===== config.mk =====
export PLATFORM = sky130hd
export DESIGN_NAME = bram_cfg_agu_flat
export DESIGN_NICKNAME = d
export VERILOG_FILES = /design/src/rtl/bram_cfg_agu_pkg.sv /design/src/rtl/bram_cfg_agu_if.sv /design/src/rtl/bram_cfg_agu_step.sv /design/src/rtl/bram_cfg_agu.sv /design/src/flat_wrapper.sv
export SDC_FILE = /design/constraint.sdc
export NUM_CORES = 1
export LEC_CHECK = 0
export ABC_AREA = 1
export CAP_MARGIN = 30
export CORE_ASPECT_RATIO = 0.6
export CORE_MARGIN = 5
export CORE_UTILIZATION = 35
export DETAILED_ROUTE_END_ITERATION = 8
export GPL_TIMING_DRIVEN = 0
export PLACE_DENSITY = 0.65
export SLEW_MARGIN = 10
export SYNTH_ARGS = -nofsm -noshare
export SYNTH_HDL_FRONTEND = slang
export SYNTH_HIERARCHICAL = 1
export SYNTH_SLANG_ARGS = --single-unit

===== constraint.sdc =====
create_clock -name clock -period 2.25 [get_ports clock]
set_input_delay 0.225 -clock clock [delete_from_list [all_inputs] [get_ports clock]]
set_output_delay 0.225 -clock clock [all_outputs]
set_load 0.05 [all_outputs]

===== src/rtl/bram_cfg_agu_pkg.sv =====
// Shared types for the BRAM configuration address generator:
// configuration token format, FSM encoding and word-slot indices.
package bram_cfg_agu_pkg;

  localparam int unsigned WIDTH_DATA = 16;

  typedef struct packed {
    logic                  v;
    logic [WIDTH_DATA-1:0] d;
  } FTk_t;

  typedef enum logic [2:0] {
    AGU_IDLE,
    AGU_CFG,
    AGU_WAIT,
    AGU_GEN,
    AGU_DONE
  } fsm_bram_agu;

  localparam logic [1:0] AGU_IDX_BASE   = 2'd0;
  localparam logic [1:0] AGU_IDX_LEN    = 2'd1;
  localparam logic [1:0] AGU_IDX_STRIDE = 2'd2;

endpackage


===== src/rtl/bram_cfg_agu_if.sv =====
// Handshake bundle between the interface controller / BRAM port and the
// address generator. The slave side is the generator itself.
interface bram_cfg_agu_if
  import bram_cfg_agu_pkg::*;
#(
  parameter int unsigned WIDTH_ADDR = 12
);
  FTk_t                  I_RCFG;
  logic                  I_Start;
  logic                  I_Abort;
  logic                  I_Stall;
  logic [WIDTH_ADDR-1:0] O_Addr;
  logic                  O_Addr_v;
  logic                  O_Last;
  logic                  O_Done;
  logic                  O_Busy;
  logic                  O_Err;

  modport master (
    output I_RCFG, I_Start, I_Abort, I_Stall,
    input  O_Addr, O_Addr_v, O_Last, O_Done, O_Busy, O_Err
  );

  modport slave (
    input  I_RCFG, I_Start, I_Abort, I_Stall,
    output O_Addr, O_Addr_v, O_Last, O_Done, O_Busy, O_Err
  );
endinterface


===== src/rtl/bram_cfg_agu_step.sv =====
// Address / remaining-count datapath: load from configuration, then step by
// the stride once per accepted beat. Address arithmetic wraps modulo 2^WIDTH_ADDR.
module bram_cfg_agu_step #(
  parameter int unsigned WIDTH_ADDR = 12,
  parameter int unsigned WIDTH_LEN  = 12
) (
  input  logic                  clock,
  input  logic                  reset,
  input  logic                  i_load,
  input  logic                  i_step,
  input  logic [WIDTH_ADDR-1:0] i_base,
  input  logic [WIDTH_LEN-1:0]  i_len,
  input  logic [WIDTH_ADDR-1:0] i_stride,
  output logic [WIDTH_ADDR-1:0] o_addr,
  output logic [WIDTH_LEN-1:0]  o_remaining,
  output logic                  o_last
);
  logic [WIDTH_ADDR-1:0] r_addr;
  logic [WIDTH_LEN-1:0]  r_remaining;

  // Load has priority; otherwise advance one stride per accepted beat.
  always_ff @(posedge clock or negedge reset) begin
    if (!reset) begin
      r_addr      <= '0;
      r_remaining <= '0;
    end else if (i_load) begin
      r_addr      <= i_base;
      r_remaining <= i_len;
    end else if (i_step) begin
      r_addr      <= r_addr + i_stride;
      r_remaining <= r_remaining - WIDTH_LEN'(1);
    end
  end

  assign o_addr      = r_addr;
  assign o_remaining = r_remaining;
  assign o_last      = (r_remaining == WIDTH_LEN'(1));
endmodule


===== src/rtl/bram_cfg_agu.sv =====
// BRAM configuration address generator: collects base/length/stride words,
// waits for a start request, then emits a strided address sequence under
// stall backpressure and pulses Done when the sequence completes.
module bram_cfg_agu
  import bram_cfg_agu_pkg::*;
#(
  parameter int unsigned WIDTH_ADDR = 12,
  parameter int unsigned WIDTH_LEN  = 12
) (
  input  logic          clock,
  input  logic          reset,
  bram_cfg_agu_if.slave bus
);
  fsm_bram_agu           r_state;
  logic [1:0]            r_idx;
  logic [WIDTH_ADDR-1:0] r_base;
  logic [WIDTH_LEN-1:0]  r_len;
  logic [WIDTH_ADDR-1:0] r_stride;
  logic                  r_err;

  logic                  w_load;
  logic                  w_step;
  logic [WIDTH_ADDR-1:0] w_addr;
  logic [WIDTH_LEN-1:0]  w_remaining;
  logic                  w_last;
  logic                  w_unused;

  // Abort must also freeze the datapath so an aborted final beat leaves no trace.
  assign w_load   = (r_state == AGU_WAIT) && bus.I_Start && !bus.I_Abort;
  assign w_step   = (r_state == AGU_GEN) && !bus.I_Stall && !bus.I_Abort;
  assign w_unused = ^{bus.I_RCFG.d, w_remaining};

  bram_cfg_agu_step #(
    .WIDTH_ADDR(WIDTH_ADDR),
    .WIDTH_LEN (WIDTH_LEN)
  ) u_step (
    .clock      (clock),
    .reset      (reset),
    .i_load     (w_load),
    .i_step     (w_step),
    .i_base     (r_base),
    .i_len      (r_len),
    .i_stride   (r_stride),
    .o_addr     (w_addr),
    .o_remaining(w_remaining),
    .o_last     (w_last)
  );

  // Control FSM: config word capture, start, beat generation, abort and error pulse.
  always_ff @(posedge clock or negedge reset) begin
    if (!reset) begin
      r_state  <= AGU_IDLE;
      r_idx    <= AGU_IDX_BASE;
      r_base   <= '0;
      r_len    <= '0;
      r_stride <= '0;
      r_err    <= 1'b0;
    end else begin
      r_err <= 1'b0;
      if (bus.I_Abort) begin
        r_state <= AGU_IDLE;
        r_idx   <= AGU_IDX_BASE;
      end else begin
        case (r_state)
          AGU_IDLE: begin
            if (bus.I_RCFG.v) begin
              r_base  <= bus.I_RCFG.d[WIDTH_ADDR-1:0];
              r_idx   <= AGU_IDX_LEN;
              r_state <= AGU_CFG;
            end
          end
          AGU_CFG: begin
            if (bus.I_RCFG.v) begin
              if (r_idx == AGU_IDX_LEN) begin
                r_len <= bus.I_RCFG.d[WIDTH_LEN-1:0];
                r_idx <= AGU_IDX_STRIDE;
              end else begin
                r_stride <= bus.I_RCFG.d[WIDTH_ADDR-1:0];
                r_idx    <= AGU_IDX_BASE;
                r_state  <= AGU_WAIT;
              end
            end
          end
          AGU_WAIT: begin
            r_err <= bus.I_RCFG.v;
            if (bus.I_Start) begin
              r_state <= (r_len == '0) ? AGU_DONE : AGU_GEN;
            end
          end
          AGU_GEN: begin
            r_err <= bus.I_RCFG.v;
            if (!bus.I_Stall && w_last) begin
              r_state <= AGU_DONE;
            end
          end
          AGU_DONE: begin
            r_err   <= bus.I_RCFG.v;
            r_state <= AGU_IDLE;
          end
          default: r_state <= AGU_IDLE;
        endcase
      end
    end
  end

  assign bus.O_Addr   = w_addr;
  assign bus.O_Addr_v = (r_state == AGU_GEN);
  assign bus.O_Last   = (r_state == AGU_GEN) && w_last;
  assign bus.O_Done   = (r_state == AGU_DONE);
  assign bus.O_Busy   = (r_state != AGU_IDLE);
  assign bus.O_Err    = r_err;
endmodule


===== src/flat_wrapper.sv =====
// flat-port wrapper written by rule: the top's interface ports become plain ports
module bram_cfg_agu_flat import bram_cfg_agu_pkg::*;
#(
  parameter int unsigned WIDTH_ADDR = 12,
  parameter int unsigned WIDTH_LEN  = 12
)
  (clock, reset, bus_I_RCFG, bus_I_Start, bus_I_Abort, bus_I_Stall, bus_O_Addr, bus_O_Addr_v, bus_O_Last, bus_O_Done, bus_O_Busy, bus_O_Err);
  bram_cfg_agu_if #(.WIDTH_ADDR(WIDTH_ADDR)) bus_i ();
  input  logic clock;
  input  logic reset;
  input wire logic [$bits(bus_i.I_RCFG)-1:0] bus_I_RCFG;
  input wire logic [$bits(bus_i.I_Start)-1:0] bus_I_Start;
  input wire logic [$bits(bus_i.I_Abort)-1:0] bus_I_Abort;
  input wire logic [$bits(bus_i.I_Stall)-1:0] bus_I_Stall;
  output wire logic [$bits(bus_i.O_Addr)-1:0] bus_O_Addr;
  output wire logic [$bits(bus_i.O_Addr_v)-1:0] bus_O_Addr_v;
  output wire logic [$bits(bus_i.O_Last)-1:0] bus_O_Last;
  output wire logic [$bits(bus_i.O_Done)-1:0] bus_O_Done;
  output wire logic [$bits(bus_i.O_Busy)-1:0] bus_O_Busy;
  output wire logic [$bits(bus_i.O_Err)-1:0] bus_O_Err;
  assign bus_i.I_RCFG = bus_I_RCFG;
  assign bus_i.I_Start = bus_I_Start;
  assign bus_i.I_Abort = bus_I_Abort;
  assign bus_i.I_Stall = bus_I_Stall;
  assign bus_O_Addr = bus_i.O_Addr;
  assign bus_O_Addr_v = bus_i.O_Addr_v;
  assign bus_O_Last = bus_i.O_Last;
  assign bus_O_Done = bus_i.O_Done;
  assign bus_O_Busy = bus_i.O_Busy;
  assign bus_O_Err = bus_i.O_Err;
  bram_cfg_agu #(.WIDTH_ADDR(WIDTH_ADDR), .WIDTH_LEN(WIDTH_LEN)) u_core (.clock(clock), .reset(reset), .bus(bus_i));
endmodule

==> impl_results.md <==
* Vias in the first global route at 3,207
* Count of cell types in the netlist at 31
* First drt pass iteration count at 5
* Number of DRC markers after the initial detailed-route iteration at 223
* Power consumption at 0.00691 W
* Starting density of the core at 0.357
* DR vias at 3,241
* Leakage dissipation at 2.28 nW
* Switching pwr at 0.00296 W
* Number of ports placed on the die boundary at 39
* Fraction of power spent switching nets at 0.428
* Pin count of the biggest net entering global routing at 60
* Worst max-slew margin expressed relative to the limit at 0.570
* Number of slew-limit violations in the final report at 0
* Maximum count of clock buffers along a single path at 2
* Compound-cell area share of the yosys netlist at 0.140
* Unrepaired setup endpoints after global routing: no
* Final estimated routing congestion in global placement at 0.870
* Dominant delay contributor by cell family on the critical path: buffers and inverters
* Launching element type of the critical path: register
* Share of the clock period used by the worst path at 0.959
* Cell-internal power at 0.00395 W
* Mean Syn Cell Area at 8.17 sq um
* Portion of the post-synthesis area used by sequential elements at 0.438
* Non-Filler Cell Area, Final at 4680 sq um
* Critical Path Sink Type: primary output
* Combined area of the multi-input logic cells at 1820 sq um
* Area Overhead vs Synth at 24.0%
* Count of warnings emitted by yosys at 6
* Clock buffers created by TritonCTS at 9
* Final setup slack of the worst path at 0.0918 ns
* Yosys reg bits at 66
* Clock tree from TritonCTS: built
* Placed cell areas at 4310 sq um
* Horiz. Die Dim at 144 microns
* Vertical extent of the die at 90.4 microns
* Number of cells produced by synthesis at 462
* Part of the total power dissipated in combinational logic at 0.466
* Post-layout util at 0.443
* Cell with the largest stage delay on the worst path: sky130_fd_sc_hd__clkdlybuf4s50_1
* Global-route wire length before repair at 16,500 microns
* Actual slew at the worst max-slew pin at 0.645 ns
* Setup-violating endpoint count in the final report at 0
* Final number of hold-violating endpoints at 0
* Post-route worst hold slack at 0.260 ns
* Clock latency at the later pin of the worst-skew pair at 0.33 ns
* Cells along the critical path: nor3_1 > clkdlybuf4s50_1
* Aggregate global routing overflow at 0
* Sequential share of power at 0.308
* Count of antenna-violating nets left after detailed routing at 0
* Arrival time at the worst endpoint at 1.93 ns
* Commonest cells after routing, fill and taps aside: sky130_fd_sc_hd__nand2_1 (136), sky130_fd_sc_hd__dfrtp_1 (65), sky130_fd_sc_hd__inv_1 (52), sky130_fd_sc_hd__clkdlybuf4s50_1 (31), sky130_fd_sc_hd__nor2_1 (28)
* Outcome: completed
* Dpl hpwl at 7450 microns
* Netlist area before placement at 3770 sq um
* Most common cell after layout, fill and taps aside: sky130_fd_sc_hd__nand2_1
* Clock Skews at 0.00344 ns
* Clk Tree Root Cell: sky130_fd_sc_hd__clkbuf_16
* Number of port buffers at 34
* GRT Overall Usage at 0.161
* Max FO, Critical Path at 7
* Min-Delay Path Class: input port to asynchronous set/reset pin
* Final routed wirelength across all metal layers at 9760 microns
* Total number of H-tree levels at 3
* Total die area at 13,000 sq um
* Adder-cell share of the synthesized area at 0.0484
* CTS clk-pin slew, worst paths at 0.05 ns
* Share of final-layout standard cells stronger than drive strength 1 at 0.169
* Clock power share at 0.226
* Net count reported at finish at 545
* Fillers at 1,025
* Largest family of logic cells by synthesized area: simple AND/OR/NAND/NOR gates
* Proportion of synthesized area in mux cells at 0
* Net count after synthesis at 498
* Setup slack after placement at -0.248 ns
* Highest attainable clock frequency at 463 MHz
* DRC errors left at 0
* Peak per-stage delay on the critical path at 0.85 ns
* Ratio of total power to cell area at 1480 nW/um^2
* Crit path buf inv count at 1
* Vias per cell at 4.96
* Core footprint at 10,600 sq um
* Post-synthesis xor/xnor area fraction at 0.0163
* Standard-cell rows at 29
* Antenna diode count at 0
* Number of antenna violations at the first check in global routing at 0
* Clock Sink Count at 66
* Area of all sequential standard cells at 1650 sq um
* Post-CTS Setup Repair Bufs at 0
* Clock period minus worst slack at 2.16 ns
* Worst Setup Path Type: register to primary output
* Maximum resistive drop on vdd at 0.953 mV
* DR WL/cell at 14.9 microns
* Simple-gate share of the synthesized area at 0.272
* Required time at the worst-slack endpoint at 2.03 ns
* Max Cap Viol at 0
[layer usage]
layer,wire length (microns),part of all wire,vias up,track usage
li1,-,-,1598,-
met1,5050,0.52,1526,0.256
met2,3870,0.40,107,0.215
met3,781,0.080,10,0.0450
met4,57,0.0058,0,0.0306
met5,0,0,-,0
[power groups by stage]
stage | combinational [W] | clock, W | sequential (W)
after global placement | 0.00311 | 0 | 0.00212
after floorplan | 0.00207 | 0 | 0.00237
after CTS | 0.00321 | 0.00159 | 0.00212
final | 0.00322 | 0.00156 | 0.00213
after detailed placement | 0.00317 | 0 | 0.00213
after global routing | 0.00360 | 0.00164 | 0.00220
[state kept, by name (all words and copies together) (netlist names)]
| signal | flops |
|---|---|
| u_core/bus.O_Err | 1 |
| u_core/r_base | 12 |
| u_core/r_idx | 2 |
| u_core/r_len | 12 |
| u_core/r_state | 3 |
| u_core/r_stride | 12 |
| u_core/u_step/o_addr | 12 |
| u_core/u_step/o_remaining | 12 |
[through the flow]
step	TNS, ns	cells
floorplan	0	462
global placement	-85.17	635
detailed placement	-3.12	636
CTS	0	653
global route	0	653
finish	0	653
[timing repair]
action	CTS	global route
hold buffers	1	0
setup endpoints to repair	22	24
cloned	0	0
resized for setup	5	6
endpoints found under the hold margin	66	0
[cell usage after synthesis (all sizes together)]
library cell	number	area share
a21oi	8	0.011
a22oi	12	0.024
buf	10	0.024
clkbuf	2	0.0020
dfrtp	66	0.44
fa	1	0.0053
ha	13	0.043
inv	60	0.060
nand2	142	0.15
nand3	30	0.049
nand3b	1	0.0020
nand4	6	0.010
nor2	39	0.053
nor3	6	0.0080
nor4	1	0.0017
o211ai	4	0.0080
o21ai	47	0.086
o221ai	5	0.012
or2	2	0.0033
xnor2	5	0.012
xor2	2	0.0046
[kinds of logic (layout without fill, tap and decap cells)]
group                    Yosys count  after routing
flip-flops                        66             66
buffers and inverters             72            124
AO/OA/AOI/OAI                     76             76
AND/OR/NAND/NOR                  227            227
XOR/XNOR                           7              7
adder cells (fa/ha/maj)           14             14
[area by class of cell]
| cell class | count | share of cell area |
|---|---|---|
| Sequential cell | 66 | 0.353 |
| Clock buffer | 12 | 0.0570 |
| Buffer | 12 | 0.0211 |
| Inverter | 60 | 0.0481 |
| Multi-Input combinational cell | 324 | 0.388 |
| Tap cell | 139 | 0.0372 |
| Clock inverter | 4 | 0.0155 |
| Timing Repair Buffer | 36 | 0.0797 |
[path summary, 6_finish.rpt]
kind	startpoint	end	slack [ns]	cells past startpoint
max in group asynchronous	reset	u_core/r_state[1]	1.46	3
hold reg to reg	u_core/r_base[5]	u_core/r_base[5]	0.49	2
hold / removal	reset	u_core/u_step/o_addr[11]	0.26	2
setup / recovery	u_core/r_state[1]	bus_O_Done	0.09	2
setup reg to reg	u_core/r_state[2]	u_core/u_step/o_remaining[9]	0.18	9
min in group clock	u_core/r_base[5]	u_core/r_base[5]	0.49	2
Note: power is estimated with default switching activity, not from simulation.
